<file path="src/rtl/axi_stream_strip_header_if.sv">
// Bundles every stream and sideband signal of the header stripper.
//   slave  : the stripping block (consumes input stream and strip config,
//            produces payload stream and extracted header)
//   master : the environment driving and receiving those streams
// Signals:
//   valid_in/data_in/keep_in/last_in/ready_in       input stream (header + payload)
//   valid_out/data_out/keep_out/last_out/ready_out  payload stream, header removed
//   valid_strip/keep_strip/ready_strip              per-packet header length config
//   header_out/keep_header/header_valid             extracted header, LSB-aligned
interface axi_stream_strip_header_if #(
  parameter int DATA_WD      = 32,
  parameter int DATA_BYTE_WD = DATA_WD / 8
);
  logic                    valid_in;
  logic [DATA_WD-1:0]      data_in;
  logic [DATA_BYTE_WD-1:0] keep_in;
  logic                    last_in;
  logic                    ready_in;

  logic                    valid_out;
  logic [DATA_WD-1:0]      data_out;
  logic [DATA_BYTE_WD-1:0] keep_out;
  logic                    last_out;
  logic                    ready_out;

  logic                    valid_strip;
  logic [DATA_BYTE_WD-1:0] keep_strip;
  logic                    ready_strip;

  logic [DATA_WD-1:0]      header_out;
  logic [DATA_BYTE_WD-1:0] keep_header;
  logic                    header_valid;

  modport slave (
    input  valid_in, data_in, keep_in, last_in, ready_out, valid_strip, keep_strip,
    output ready_in, valid_out, data_out, keep_out, last_out, ready_strip,
           header_out, keep_header, header_valid
  );

  modport master (
    output valid_in, data_in, keep_in, last_in, ready_out, valid_strip, keep_strip,
    input  ready_in, valid_out, data_out, keep_out, last_out, ready_strip,
           header_out, keep_header, header_valid
  );
endinterface

</file>
<file path="src/rtl/axi_stream_strip_header.sv">
// Removes a per-packet header of n bytes (n = popcount(keep_strip), 0..DATA_BYTE_WD)
// from the front of an MSB-first AXI stream packet, realigning the payload.
// Ports:
//   clk  rising-edge clock
//   rst  asynchronous active-high reset
//   bus  axi_stream_strip_header_if.slave (input stream, output stream,
//        strip config handshake, extracted header)
module axi_stream_strip_header #(
  parameter int DATA_WD      = 32,
  parameter int DATA_BYTE_WD = DATA_WD / 8,
  parameter int BYTE_CNT_WD  = $clog2(DATA_BYTE_WD)
) (
  input logic                      clk,
  input logic                      rst,
  axi_stream_strip_header_if.slave bus
);

  // One extra bit so a count can hold DATA_BYTE_WD itself.
  localparam int CntW = BYTE_CNT_WD + 1;
  typedef logic [CntW-1:0] cnt_t;
  typedef logic [CntW:0]   sum_t;
  localparam sum_t FullSum = sum_t'(DATA_BYTE_WD);

  typedef enum logic [1:0] {StIdle, StHdr, StBody, StFlush} state_t;

  function automatic cnt_t popcount(input logic [DATA_BYTE_WD-1:0] k);
    cnt_t c;
    c = '0;
    for (int i = 0; i < DATA_BYTE_WD; i++) c = c + cnt_t'(k[i]);
    return c;
  endfunction

  // MSB-aligned contiguous keep for c valid bytes.
  function automatic logic [DATA_BYTE_WD-1:0] keep_of(input cnt_t c);
    logic [DATA_BYTE_WD-1:0] k;
    k = '0;
    for (int i = 0; i < DATA_BYTE_WD; i++) k[DATA_BYTE_WD-1-i] = (i < int'(c));
    return k;
  endfunction

  function automatic logic [DATA_WD-1:0] mask_of(input logic [DATA_BYTE_WD-1:0] k);
    logic [DATA_WD-1:0] m;
    m = '0;
    for (int i = 0; i < DATA_BYTE_WD; i++) m[8*i +: 8] = {8{k[i]}};
    return m;
  endfunction

  state_t                  r_state;
  logic                    r_ready_strip;
  cnt_t                    r_n;
  logic [DATA_BYTE_WD-1:0] r_keep_strip;
  logic [DATA_WD-1:0]      r_res;     // residual bytes, MSB-aligned, zero below r_cnt
  cnt_t                    r_cnt;     // residual byte count
  logic                    r_valid_out;
  logic [DATA_WD-1:0]      r_data_out;
  logic [DATA_BYTE_WD-1:0] r_keep_out;
  logic                    r_last_out;
  logic [DATA_WD-1:0]      r_header_out;
  logic [DATA_BYTE_WD-1:0] r_keep_header;
  logic                    r_header_valid;

  logic                    w_out_free;
  cnt_t                    w_strip_n;
  cnt_t                    w_in_cnt;
  logic [DATA_WD-1:0]      w_hdr_data;
  logic [DATA_WD-1:0]      w_hdr_res;
  cnt_t                    w_hdr_cnt;
  logic [DATA_WD-1:0]      w_join;
  logic [DATA_WD-1:0]      w_body_res;
  sum_t                    w_total;
  logic                    w_fits;
  logic [DATA_BYTE_WD-1:0] w_body_keep;
  logic [DATA_WD-1:0]      w_body_data;
  cnt_t                    w_spill_cnt;
  logic [DATA_BYTE_WD-1:0] w_flush_keep;
  logic [DATA_WD-1:0]      w_flush_data;

  always_comb begin
    w_out_free   = !r_valid_out || bus.ready_out;
    w_strip_n    = popcount(bus.keep_strip);
    w_in_cnt     = popcount(bus.keep_in);
    // Header beat: top n bytes go LSB-aligned to the header, the rest become residual.
    w_hdr_data   = bus.data_in >> (8 * (DATA_BYTE_WD - int'(r_n)));
    w_hdr_res    = bus.data_in << (8 * int'(r_n));
    w_hdr_cnt    = (w_in_cnt > r_n) ? (w_in_cnt - r_n) : '0;
    // Payload beat: residual on top, then as many input bytes as fit underneath.
    // The residual count is 0 for n=0 and n=DATA_BYTE_WD, which makes this a pass-through.
    w_join       = r_res | (bus.data_in >> (8 * int'(r_cnt)));
    w_body_res   = bus.data_in << (8 * (DATA_BYTE_WD - int'(r_cnt)));
    w_total      = {1'b0, r_cnt} + {1'b0, w_in_cnt};
    w_fits       = bus.last_in && (w_total <= FullSum);
    w_body_keep  = w_fits ? keep_of(cnt_t'(w_total)) : '1;
    w_body_data  = w_join & mask_of(w_body_keep);
    w_spill_cnt  = cnt_t'(w_total - FullSum);
    w_flush_keep = keep_of(r_cnt);
    w_flush_data = r_res & mask_of(w_flush_keep);
  end

  always_ff @(posedge clk or posedge rst) begin
    if (rst) begin
      r_state        <= StIdle;
      r_ready_strip  <= 1'b0;
      r_n            <= '0;
      r_keep_strip   <= '0;
      r_res          <= '0;
      r_cnt          <= '0;
      r_valid_out    <= 1'b0;
      r_data_out     <= '0;
      r_keep_out     <= '0;
      r_last_out     <= 1'b0;
      r_header_out   <= '0;
      r_keep_header  <= '0;
      r_header_valid <= 1'b0;
    end else begin
      r_header_valid <= 1'b0;
      if (r_valid_out && bus.ready_out) r_valid_out <= 1'b0;

      unique case (r_state)
        StIdle: begin
          r_ready_strip <= 1'b1;
          if (bus.valid_strip && r_ready_strip) begin
            r_ready_strip <= 1'b0;
            r_n           <= w_strip_n;
            r_keep_strip  <= bus.keep_strip;
            r_res         <= '0;
            r_cnt         <= '0;
            r_state       <= (w_strip_n != '0) ? StHdr : StBody;
          end
        end

        StHdr: begin
          if (bus.valid_in) begin
            r_header_out   <= w_hdr_data;
            r_keep_header  <= r_keep_strip;
            r_header_valid <= 1'b1;
            r_res          <= w_hdr_res;
            r_cnt          <= w_hdr_cnt;
            if (!bus.last_in) begin
              r_state <= StBody;
            end else if (w_hdr_cnt != '0) begin
              r_state <= StFlush;
            end else begin
              r_state       <= StIdle;
              r_ready_strip <= 1'b1;
            end
          end
        end

        StBody: begin
          if (bus.valid_in && w_out_free) begin
            r_valid_out <= 1'b1;
            r_data_out  <= w_body_data;
            r_keep_out  <= w_body_keep;
            r_last_out  <= w_fits;
            r_res       <= w_body_res;
            if (w_fits) begin
              r_state       <= StIdle;
              r_ready_strip <= 1'b1;
            end else if (bus.last_in) begin
              // Last beat overflows the output word: leftover bytes go out in FLUSH.
              r_cnt   <= w_spill_cnt;
              r_state <= StFlush;
            end
          end
        end

        StFlush: begin
          if (w_out_free) begin
            r_valid_out   <= 1'b1;
            r_data_out    <= w_flush_data;
            r_keep_out    <= w_flush_keep;
            r_last_out    <= 1'b1;
            r_res         <= '0;
            r_cnt         <= '0;
            r_state       <= StIdle;
            r_ready_strip <= 1'b1;
          end
        end

        default: r_state <= StIdle;
      endcase
    end
  end

  // ready_in must follow ready_out within the cycle to keep a single output stage
  // at full throughput, so it is decoded from state rather than registered.
  assign bus.ready_in     = (r_state == StHdr) || ((r_state == StBody) && w_out_free);
  assign bus.ready_strip  = r_ready_strip;
  assign bus.valid_out    = r_valid_out;
  assign bus.data_out     = r_data_out;
  assign bus.keep_out     = r_keep_out;
  assign bus.last_out     = r_last_out;
  assign bus.header_out   = r_header_out;
  assign bus.keep_header  = r_keep_header;
  assign bus.header_valid = r_header_valid;

endmodule

</file>
<file path="src/flat_wrapper.sv">
// flat-port wrapper written by rule: the top's interface ports become plain ports
module axi_stream_strip_header_flat 
#(
  parameter int DATA_WD      = 32,
  parameter int DATA_BYTE_WD = DATA_WD / 8,
  parameter int BYTE_CNT_WD  = $clog2(DATA_BYTE_WD)
)
  (clk, rst, bus_valid_in, bus_data_in, bus_keep_in, bus_last_in, bus_ready_out, bus_valid_strip, bus_keep_strip, bus_ready_in, bus_valid_out, bus_data_out, bus_keep_out, bus_last_out, bus_ready_strip, bus_header_out, bus_keep_header, bus_header_valid);
  axi_stream_strip_header_if #(.DATA_WD(DATA_WD), .DATA_BYTE_WD(DATA_BYTE_WD)) bus_i ();
  input logic clk;
  input logic rst;
  input wire logic [$bits(bus_i.valid_in)-1:0] bus_valid_in;
  input wire logic [$bits(bus_i.data_in)-1:0] bus_data_in;
  input wire logic [$bits(bus_i.keep_in)-1:0] bus_keep_in;
  input wire logic [$bits(bus_i.last_in)-1:0] bus_last_in;
  input wire logic [$bits(bus_i.ready_out)-1:0] bus_ready_out;
  input wire logic [$bits(bus_i.valid_strip)-1:0] bus_valid_strip;
  input wire logic [$bits(bus_i.keep_strip)-1:0] bus_keep_strip;
  output wire logic [$bits(bus_i.ready_in)-1:0] bus_ready_in;
  output wire logic [$bits(bus_i.valid_out)-1:0] bus_valid_out;
  output wire logic [$bits(bus_i.data_out)-1:0] bus_data_out;
  output wire logic [$bits(bus_i.keep_out)-1:0] bus_keep_out;
  output wire logic [$bits(bus_i.last_out)-1:0] bus_last_out;
  output wire logic [$bits(bus_i.ready_strip)-1:0] bus_ready_strip;
  output wire logic [$bits(bus_i.header_out)-1:0] bus_header_out;
  output wire logic [$bits(bus_i.keep_header)-1:0] bus_keep_header;
  output wire logic [$bits(bus_i.header_valid)-1:0] bus_header_valid;
  assign bus_i.valid_in = bus_valid_in;
  assign bus_i.data_in = bus_data_in;
  assign bus_i.keep_in = bus_keep_in;
  assign bus_i.last_in = bus_last_in;
  assign bus_i.ready_out = bus_ready_out;
  assign bus_i.valid_strip = bus_valid_strip;
  assign bus_i.keep_strip = bus_keep_strip;
  assign bus_ready_in = bus_i.ready_in;
  assign bus_valid_out = bus_i.valid_out;
  assign bus_data_out = bus_i.data_out;
  assign bus_keep_out = bus_i.keep_out;
  assign bus_last_out = bus_i.last_out;
  assign bus_ready_strip = bus_i.ready_strip;
  assign bus_header_out = bus_i.header_out;
  assign bus_keep_header = bus_i.keep_header;
  assign bus_header_valid = bus_i.header_valid;
  axi_stream_strip_header #(.DATA_WD(DATA_WD), .DATA_BYTE_WD(DATA_BYTE_WD), .BYTE_CNT_WD(BYTE_CNT_WD)) u_core (.clk(clk), .rst(rst), .bus(bus_i));
endmodule
</file>
<file path="config.mk">
export PLATFORM = sky130hd
export DESIGN_NAME = axi_stream_strip_header_flat
export DESIGN_NICKNAME = d
export VERILOG_FILES = /design/src/rtl/axi_stream_strip_header_if.sv /design/src/rtl/axi_stream_strip_header.sv /design/src/flat_wrapper.sv
export SDC_FILE = /design/constraint.sdc
export NUM_CORES = 1
export LEC_CHECK = 0
export ABC_CLOCK_PERIOD_IN_PS = 9910
export CELL_PAD_IN_SITES_DETAIL_PLACEMENT = 0
export CELL_PAD_IN_SITES_GLOBAL_PLACEMENT = 1
export CORE_AREA = 2 2 143 110
export CTS_BUF_LIST = sky130_fd_sc_hd__clkbuf_8
export DETAILED_ROUTE_END_ITERATION = 8
export DIE_AREA = 0 0 145 112
export HOLD_SLACK_MARGIN = 0.12
export PLACE_DENSITY_LB_ADDON = 0.1
export REMOVE_ABC_BUFFERS = 1
export SYNTH_ARGS = -nofsm -noshare
export SYNTH_HDL_FRONTEND = slang
export SYNTH_SLANG_ARGS = --single-unit
</file>
<file path="constraint.sdc">
create_clock -name clk -period 9.91 [get_ports clk]
set_input_delay 1.982 -clock clk [delete_from_list [all_inputs] [get_ports clk]]
set_output_delay 1.982 -clock clk [all_outputs]
set_load 0.01 [all_outputs]
</file>
* Word-level counts from Yosys, hierarchy flattened
Index checks and enable logic that the tools add are counted.
** Operators by class
- Add/subtract/negate cells :: 11
- Order comparisons :: 10
- Eq/ne operators :: 13
- Shift operators :: 4
- Multiplexer cells :: 46
- Bitwise operators :: 3
- Reduce and logical (&&, ||, !) cells :: 19
** Operators with widths (count)
- $mux 32 :: 6
- $pmux 32 s4 :: 1
- $and 32x32->32 :: 2
- $pmux 32 s2 :: 1
- $or 32x32->32 :: 1
- $shl 32x32->32 :: 1
- $shl 32x6->32 :: 1
- $shr 32x32->32 :: 1
- $shr 32x6->32 :: 1
- $mux 3 :: 7
- $mux 2 :: 9
- $mux 1 :: 13
- $add 3x1->3 :: 4
- $lt 1x3->1 const A :: 4
- $lt 2x3->1 const A :: 4
- $mux 4 :: 3
- $pmux 3 s4 :: 1
- $reduce_and 6->1 :: 2
- $ne 2x2->1 const B :: 5
- $ne 2x1->1 const B :: 4
- $pmux 2 s4 :: 1
- $pmux 4 s2 :: 1
- $sub 3x3->4 const A :: 2
- $reduce_bool 3->1 :: 2
- 20 further kinds :: 29
** Word-level totals
- Register bits :: 120
- Input bits :: 46
- Output and inout bits :: 77
- Logic and storage cells :: 119

* Longest topological paths before layout
Gate-level depths: netlist (run 1).
- Depth after elaboration :: 10
- Mapped depth :: 12
- Gate-level depth less buffers :: 12

* Worst setup path after synthesis (run 1)
OpenSTA, ideal clock, no wires.
- Kind :: input -> register
- Start :: input port bus_keep_in[0]
- End :: register u_core.r_ready_strip, in the netlist u_core.bus.ready_strip
- Library setup time :: 0.125 ns
- Arrival :: 4.535 ns
- Required time :: 9.785 ns
- Setup slack :: 5.250 ns
- Stages on the path :: 12
- Buffers on the path :: 0
- Cell sequence :: ha_1 -> inv_1 -> fa_1 -> inv_1 -> ha_1 -> inv_1 -> fa_1 -> inv_1 -> o21ai_0 -> a41oi_1 -> a211oi_1 -> mux2_2
** On the way
- Longest elaborated chain between the ends :: 8
- Elaborated cells on any way between the ends :: 13
- Those cells by class :: 5 x add/sub; 2 x order compare; 2 x eq/ne; 1 x mux; 3 x reduce/logical
** RTL lines
- start, declared :: line flat_wrapper.sv:14 : input wire logic [$bits(bus_i.keep_in)-1:0] bus_keep_in;
- $add 1x1->2 (*) :: line axi_stream_strip_header.sv:29 : for (int i = 0; i < DATA_BYTE_WD; i++) c = c + cnt_t'(k[i]);
- $add 3x1->3 (*) (2 in a row) :: line axi_stream_strip_header.sv:29
- $add 3x3->4 (tied with other cells) :: line axi_stream_strip_header.sv:90 : w_total = {1'b0, r_cnt} + {1'b0, w_in_cnt};
- $le 4x3->1 or $mux 3 (tied branches) :: line axi_stream_strip_header.sv:91, axi_stream_strip_header.sv:85
- $logic_and 1x1->1 or $reduce_bool 3->1 (tied branches) :: line axi_stream_strip_header.sv:91, axi_stream_strip_header.sv:140
- $ne 2x1->1 (no source line) or $ne 2x2->1 (tied branches)
- $reduce_and 6->1 (no source line) (*)
- end signal, assigned :: line axi_stream_strip_header.sv:102 : r_ready_strip <= 1'b0;
- end signal, assigned :: line axi_stream_strip_header.sv:120 : r_ready_strip <= 1'b1;
- end signal, assigned :: line axi_stream_strip_header.sv:122 : r_ready_strip <= 1'b0;
- end, declared :: line axi_stream_strip_header.sv:49 : logic r_ready_strip;
Every way passes the cells marked *; elsewhere a longest branch is shown, timed or not.
A chain may end at the register's enable or synchronous reset.

* Worst setup path after layout (run 1)
- Start :: input port bus_ready_out
- End :: output port bus_ready_in
** On the way
- Longest elaborated chain between the ends :: 3
** RTL lines
- start, declared :: line flat_wrapper.sv:16 : input wire logic [$bits(bus_i.ready_out)-1:0] bus_ready_out;
- $logic_or 1x1->1 :: line axi_stream_strip_header.sv:79 : w_out_free = !r_valid_out || bus.ready_out;
- $logic_and 1x1->1 :: line axi_stream_strip_header.sv:187 : assign bus.ready_in = (r_state == StHdr) || ((r_state == StBody) && w_out_free);
- $logic_or 1x1->1 :: line axi_stream_strip_header.sv:187
- end, declared :: line flat_wrapper.sv:19 : output wire logic [$bits(bus_i.ready_in)-1:0] bus_ready_in;
No other way between the ends.

==> metrics.md, run 1 <==
| Metric | Value |
|---|---|
| Critical path peak fanout | 6 |
| Vias in the first global route | 5567 |
| Top routing layer in use | met4 |
| Sum of met2 wire segment lengths after detailed routing | 8810 um |
| Number of buffer and inverter instances along the worst setup path | 2 |
| Setup tns final | 0 ns |
| Synth-to-Final Area Change | 28.1% |
| Status | completed |
| Cell-by-cell listing of the critical path | clkdlybuf4s50_1 -> nor2b_1 -> o21bai_1 -> clkdlybuf4s50_1 |
| WL final | 20800 um |
| Maximum level of the CTS H-tree | 4 |
| Final HPWL DP | 14800 um |
| Final count of negative-setup-slack endpoints | 0 |
| Post-Synthesis Cells | 661 |
| Cell with the largest stage delay on the worst path | sky130_fd_sc_hd__clkdlybuf4s50_1 |
| Largest net degree at the start of global routing | 85 |
| Via count of the routed design | 5726 |
| Relative slew slack | 19.4% |
| Routed len/inst | 21.0 um |
| Leakage power summed over all cells | 3.65 nW |
| Primary FF master, synth | sky130_fd_sc_hd__dfrtp_1 |
| Critical path startpoint category | input pin |
| Num Clock Sinks | 120 |
| Number of top-level pins | 123 |
| Total Nets Final | 837 |
| Family with the most delay on the worst path | buffers and inverters |
| Transition time at the pin with the least slew margin | 1.20 ns |
| Top cells by area in the synthesized netlist | sky130_fd_sc_hd__dfrtp_1 (46%), sky130_fd_sc_hd__mux2i_1 (8.1%), sky130_fd_sc_hd__nand2_1 (5.6%) |
| Worst setup slack for register-to-register paths | 6.99 ns |
| Number of enable flip-flop cells after synthesis | 0 |
| First-pass GRT wire length | 32700 um |
| Full die area | 16200 sq um |
| Post_cts resized | 0 |
| RD Place Congestion | 0.860 |
| Post-Route M1 WL | 10100 um |
| GRT overflow | 0 |
| Amount of wire on met3 after detailed routing | 1570 um |
| Number of buffers created by CTS | 17 |
| Post-route insts no fill | 990 |
| Share of flip-flops with an asynchronous set or reset after synthesis | 100% |
| Sequential-to-total area share from yosys stat | 45.7% |
| CP Capture Type | output port |
| Kind of critical path | in2out |
| Setup repair after global routing missed its margin | no |
| PortBufs | 122 |
| Share of final-layout standard cells stronger than drive strength 1 | 9.30% |
| Cell Area, Synth | 6570 sq um |
| Number of storage elements in the synthesis netlist | 120 |
| Die outline height | 112 um |
| Clock Skews | 0.00739 ns |
| Number of fillers in the final layout | 1343 |
| Core Region | 14900 sq um |
| Number of cell rows | 39 |
| Number of cells in the design after placement | 958 |
| Data arrival time of the critical path | 3.35 ns |
| Vias per cell | 5.78 |
| Clock insertion delay at the later pin of the skew report | 0.46 ns |
| Largest stage delay, worst path | 0.49 ns |
| Count of hold buffers inserted by post-cts repair | 0 |
| Area share of the largest cell type after synthesis | 45.7% |
| Number of unique standard cell types used by synthesis | 55 |
| IR Drop Worst-Case VDD | 0.130 mV |
| Width of the chip | 145 um |
| Tmin final | 5.33 ns |
| Power per cell area | 323 nW/um^2 |
| Final Cycle Share | 53.8% |
| Max cap viols | 0 |
| CTS tree | yes |
| Number of nets still failing antenna checks after routing | 0 |
| Library cell with the largest summed area after synthesis | sky130_fd_sc_hd__dfrtp_1 |
| Count of TritonRoute iterations in the first routing pass | 5 |
| Final Hold Violating Endpoints | 0 |
| Violation count after the first detailed-route iteration | 476 |
| Total design power | 2.72 mW |
| DRC viols | 0 |
| Effective utilization at floorplan | 44.1% |
| Worst path most repeated cell | sky130_fd_sc_hd__clkdlybuf4s50_1 |
| Mean instance size in the synthesized netlist | 9.94 sq um |
| All-layer global routing usage | 26.3% |
| CTS clock-pin slew for the worst setup and hold paths | 0.08 ns |
| Tightest Hold Check Type | reg2reg |
| Clock root buffer master | sky130_fd_sc_hd__clkbuf_8 |
| Yosys warns | 0 |
| Highest clock rate | 187 MHz |
| Initial antenna violation count | 0 |
| Post-CTS repair timing setup buffer count | 0 |
| Final Util | 56.5% |
| Number of buffers on the longest clock path | 2 |
| Slew Viols, Final | 0 |
| Required @ worst endpoint | 7.93 ns |
| Ant diodes | 0 |
## per-stage QoR
step	area [sq um]	hold slack (ns)	setup WS, ns
after global routing	8420	0.513	4.49
after detailed placement	7960	0.466	4.43
after floorplan	6400	0.449	4.74
final	8420	0.487	4.58
after global placement	7960	0.462	4.55
after CTS	8420	0.488	4.58
## layer usage
metal  global-route usage (%)  up-vias
met4                     8.12        0
met1                     39.2     2830
met3                     6.97       25
li1                         -     2641
met5                        0        -
met2                     37.4      230
## Yosys cell counts (all sizes together), types with 4 or more instances
| master | n |
|---|---|
| a21oi | 38 |
| a221o | 4 |
| a22o | 41 |
| a22oi | 30 |
| buf | 14 |
| clkbuf | 26 |
| dfrtp | 120 |
| fa | 4 |
| ha | 15 |
| inv | 23 |
| mux2 | 23 |
| mux2i | 53 |
| nand2 | 98 |
| nand2b | 4 |
| nor2 | 14 |
| nor2b | 5 |
| o21ai | 95 |
| o22ai | 8 |
## worst register-to-register path: cells and delay by family, from the launching register on
family | cells | cell delay, ns
flops | 1 | 0.34
fa+ha+maj | 1 | 0.24
xor+xnor | 1 | 0.13
simple gates | 2 | 0.33
compound gates | 2 | 0.95
buf+inv | 3 | 0.81
## layout make-up
cell class	count	area (sq um)	area share, %
multi-input cells	478	3310	39.4
flip-flops and latches	120	3000	35.7
repair buffers	132	1300	15.4
clock buffers	19	262	3.11
well taps	205	256	3.05
clock inverters	13	195	2.32
inverters	23	88.8	1.06
## report_power, final
group | internal, mW | total, mW | switching (mW)
sequential | 0.671 | 0.786 | 0.115
combinational | 0.629 | 1.42 | 0.789
clock | 0.291 | 0.511 | 0.220
total | 1.59 | 2.72 | 1.12
## registers in the layout (all words and copies together) (netlist names)
signal and count:
u_core.bus.header_out 32, u_core.r_n 3, u_core.bus.ready_strip 1, u_core.r_cnt 3, u_core.bus.valid_out 1, u_core.r_res 32, u_core.bus.last_out 1, u_core.r_state 2
u_core.bus.keep_header 4, u_core.bus.data_out 32, u_core.bus.keep_out 4, u_core.bus.header_valid 1, u_core.r_keep_strip 4
## kinds of logic after synthesis
kind of cell / share of synthesized area, %
XOR/XNOR: 1.01
buffers and inverters: 3.83
AO/OA/AOI/OAI: 24.0
AND/OR/NAND/NOR: 9.37
multiplexers: 12.0
adder cells (fa/ha/maj): 4.08
flip-flops: 45.7
## worst paths after layout
check                                            end  cells past startpoint                    from
max                                     bus_ready_in                      4           bus_ready_out
min                           u_core.bus.keep_out[3]                      2  u_core.bus.keep_out[3]
max reg2reg                 u_core.bus.header_out[8]                      9           u_core.r_n[0]
min reg2reg                   u_core.bus.keep_out[3]                      2  u_core.bus.keep_out[3]
max in group asynchronous           u_core.r_res[22]                      3                     rst
min in group asynchronous  u_core.bus.keep_header[1]                      2                     rst
## layout by cell type (no fill, tap or decap), drive strengths merged, types with 8 or more instances in the layout
master,n
nand2,98
buf,10
a22o,41
clkbuf,19
o21ai,95
mux2,23
inv,26
mux2i,53
ha,15
a21oi,38
nor2,14
clkdlybuf4s50,122
a22oi,30
dfrtp,120
o22ai,8
Power figures use the tool's default switching activity.
==> run 2, diff against run 1 <==
Settings changed: ABC_CLOCK_PERIOD_IN_PS 9910 to 5500, CORE_AREA 2 2 143 110 to 2 2 148 114, DIE_AREA 0 0 145 112 to 0 0 150 116.
Clock period 9.91 ns to 5.5 ns, I/O delays scaled along.
==> metrics.md, run 2 (same netlist as run 1, synthesis figures left out) <==
| Metric | Value |
|---|---|
| Leakage power summed over all cells | 3.63 nW |
| Highest clock rate | 236 MHz |
| Placed Area | 7970 sq um |
| Worst slack at placement | 0.777 ns |
| Max cap viols | 0 |
| Number of buffers on the longest clock path | 2 |
| Worst hold slack | 0.487 ns |
| Top library cells by usage in the layout, fill and taps aside | sky130_fd_sc_hd__clkdlybuf4s50_1 (122), sky130_fd_sc_hd__dfrtp_1 (120), sky130_fd_sc_hd__nand2_1 (98), sky130_fd_sc_hd__o21ai_0 (69), sky130_fd_sc_hd__mux2i_1 (53) |
| Cell-by-cell listing of the critical path | clkdlybuf4s50_1 -> ha_1 -> inv_1 -> fa_1 -> inv_1 -> ha_1 -> inv_1 -> fa_1 -> xnor3_1 -> a211oi_4 -> nor3_1 -> a31oi_1 -> o21ai_0 |
| Number of buffers created by CTS | 17 |
| Number of cells in the design after placement | 964 |
| Largest stage delay, worst path | 0.75 ns |
| Count of hold buffers inserted by post-cts repair | 0 |
| IR Drop Worst-Case VDD | 0.207 mV |
| Maximum level of the CTS H-tree | 4 |
| Post-CTS repair timing setup buffer count | 0 |
| RD Place Congestion | 0.878 |
| Clock root buffer master | sky130_fd_sc_hd__clkbuf_8 |
| WHS Endpoint | u_core.bus.keep_out[1] |
| Critical path peak fanout | 8 |
| Final Cycle Share | 77.2% |
| Synth-to-Final Area Change | 27.6% |
| GRT overflow | 0 |
| Worst path most repeated cell | sky130_fd_sc_hd__inv_1 |
| Final Hold Violating Endpoints | 0 |
| Full die area | 17400 sq um |
| Power per cell area | 575 nW/um^2 |
| Final count of negative-setup-slack endpoints | 0 |
| Relative slew slack | 16.1% |
| Final non-filler cell area | 8380 sq um |
| Clock insertion delay at the later pin of the skew report | 0.45 ns |
| Setup repair after global routing missed its margin | no |
| Initial antenna violation count | 0 |
| PortBufs | 122 |
| Clock Skews | 0.00612 ns |
| Effective utilization at floorplan | 41.5% |
| Num Clock Sinks | 120 |
| Ant diodes | 0 |
| Number of top-level pins | 123 |
| Reg2Reg Launch Point | u_core.r_state[0] |
| Via count of the routed design | 5725 |
| Core Region | 15800 sq um |
| Number of cell rows | 40 |
| Tightest Hold Check Type | reg2reg |
| Final HPWL DP | 15000 um |
| Number of cells traversed by the worst hold path | 2 |
| Number of nets still failing antenna checks after routing | 0 |
| Violation count after the first detailed-route iteration | 533 |
| Kind of critical path | in2reg |
| Tmin final | 4.25 ns |
| DRC viols | 0 |
| Status | completed |
| Count of TritonRoute iterations in the first routing pass | 5 |
| First element of the critical path | bus_keep_in[1] |
| Data arrival time of the critical path | 4.62 ns |
| Share of final-layout standard cells stronger than drive strength 1 | 9.41% |
| Slew Viols, Final | 0 |
| Total design power | 4.82 mW |
| Min setup slack post-route | 1.25 ns |
| Setup tns final | 0 ns |
| Cell with the largest stage delay on the worst path | sky130_fd_sc_hd__nor3_1 |
| First-pass GRT wire length | 32600 um |
| End of the worst register-to-register path | u_core.bus.data_out[1] |
| Most common library cell in the layout ignoring fill and taps | sky130_fd_sc_hd__clkdlybuf4s50_1 |
| CTS clock-pin slew for the worst setup and hold paths | 0.08 ns |
| CTS tree | yes |
| Post-route insts no fill | 996 |
| Vias in the first global route | 5589 |
| Worst setup slack for register-to-register paths | 2.54 ns |
| Routed len/inst | 20.9 um |
| Start point of the worst hold path | u_core.bus.keep_out[1] |
| Total Nets Final | 838 |
| CP Capture Type | flip-flop |
| All-layer global routing usage | 24.9% |
| Critical path startpoint category | input pin |
| Required @ worst endpoint | 5.87 ns |
| WL final | 20900 um |
| Final Util | 53.0% |
| Register-to-Register Path Depth | 7 |
| Transition time at the pin with the least slew margin | 1.26 ns |
| Largest net degree at the start of global routing | 52 |
| Die outline height | 116 um |
| Post_cts resized | 0 |
| Vias per cell | 5.75 |
| Width of the chip | 150 um |
-- run 2: report_power, final --
part / leakage (nW) / switching [mW] / internal [mW]
clock: 0.200 / 0.392 / 0.448
sequential: 1.56 / 0.223 / 1.21
combinational: 1.86 / 1.41 / 1.13
-- run 2: metal layers --
metal  routed length (um)  global-route usage (%)  part of all wire, %
met1                10400                    37.6                   50
met2                 8630                    35.1                   41
met3                 1500                    6.06                  7.2
met4                  339                    7.36                  1.6
met5                    0                       0                    0
-- run 2: final cells by class --
type,count,area (sq um)
tap,210,263
clock buffer,17,234
timing repair buffer,133,1300
multi-input combinational,478,3310
inverter,23,88.8
sequential,120,3000
clock inverter,15,178
fill,1472,7430
-- run 2: worst max-delay path by stage --
stage	to	slack, ns	cells past startpoint
after detailed placement	u_core.bus.data_out[0]	0.78	13
after CTS	u_core.bus.data_out[0]	1.27	13
final	u_core.bus.data_out[0]	1.25	13
after floorplan	u_core.bus.data_out[0]	1.21	1
after global routing	u_core.bus.data_out[1]	1.08	13
after global placement	u_core.bus.data_out[0]	0.83	13
-- run 2: worst max-delay path: cells and delay by family --
| family | cells | cell delay, ns |
|---|---|---|
| buffers and inverters | 4 | 0.65 |
| adder cells (fa/ha/maj) | 4 | 1.25 |
| XOR/XNOR | 1 | 0.32 |
| AO/OA/AOI/OAI | 3 | 0.56 |
| AND/OR/NAND/NOR | 1 | 0.75 |
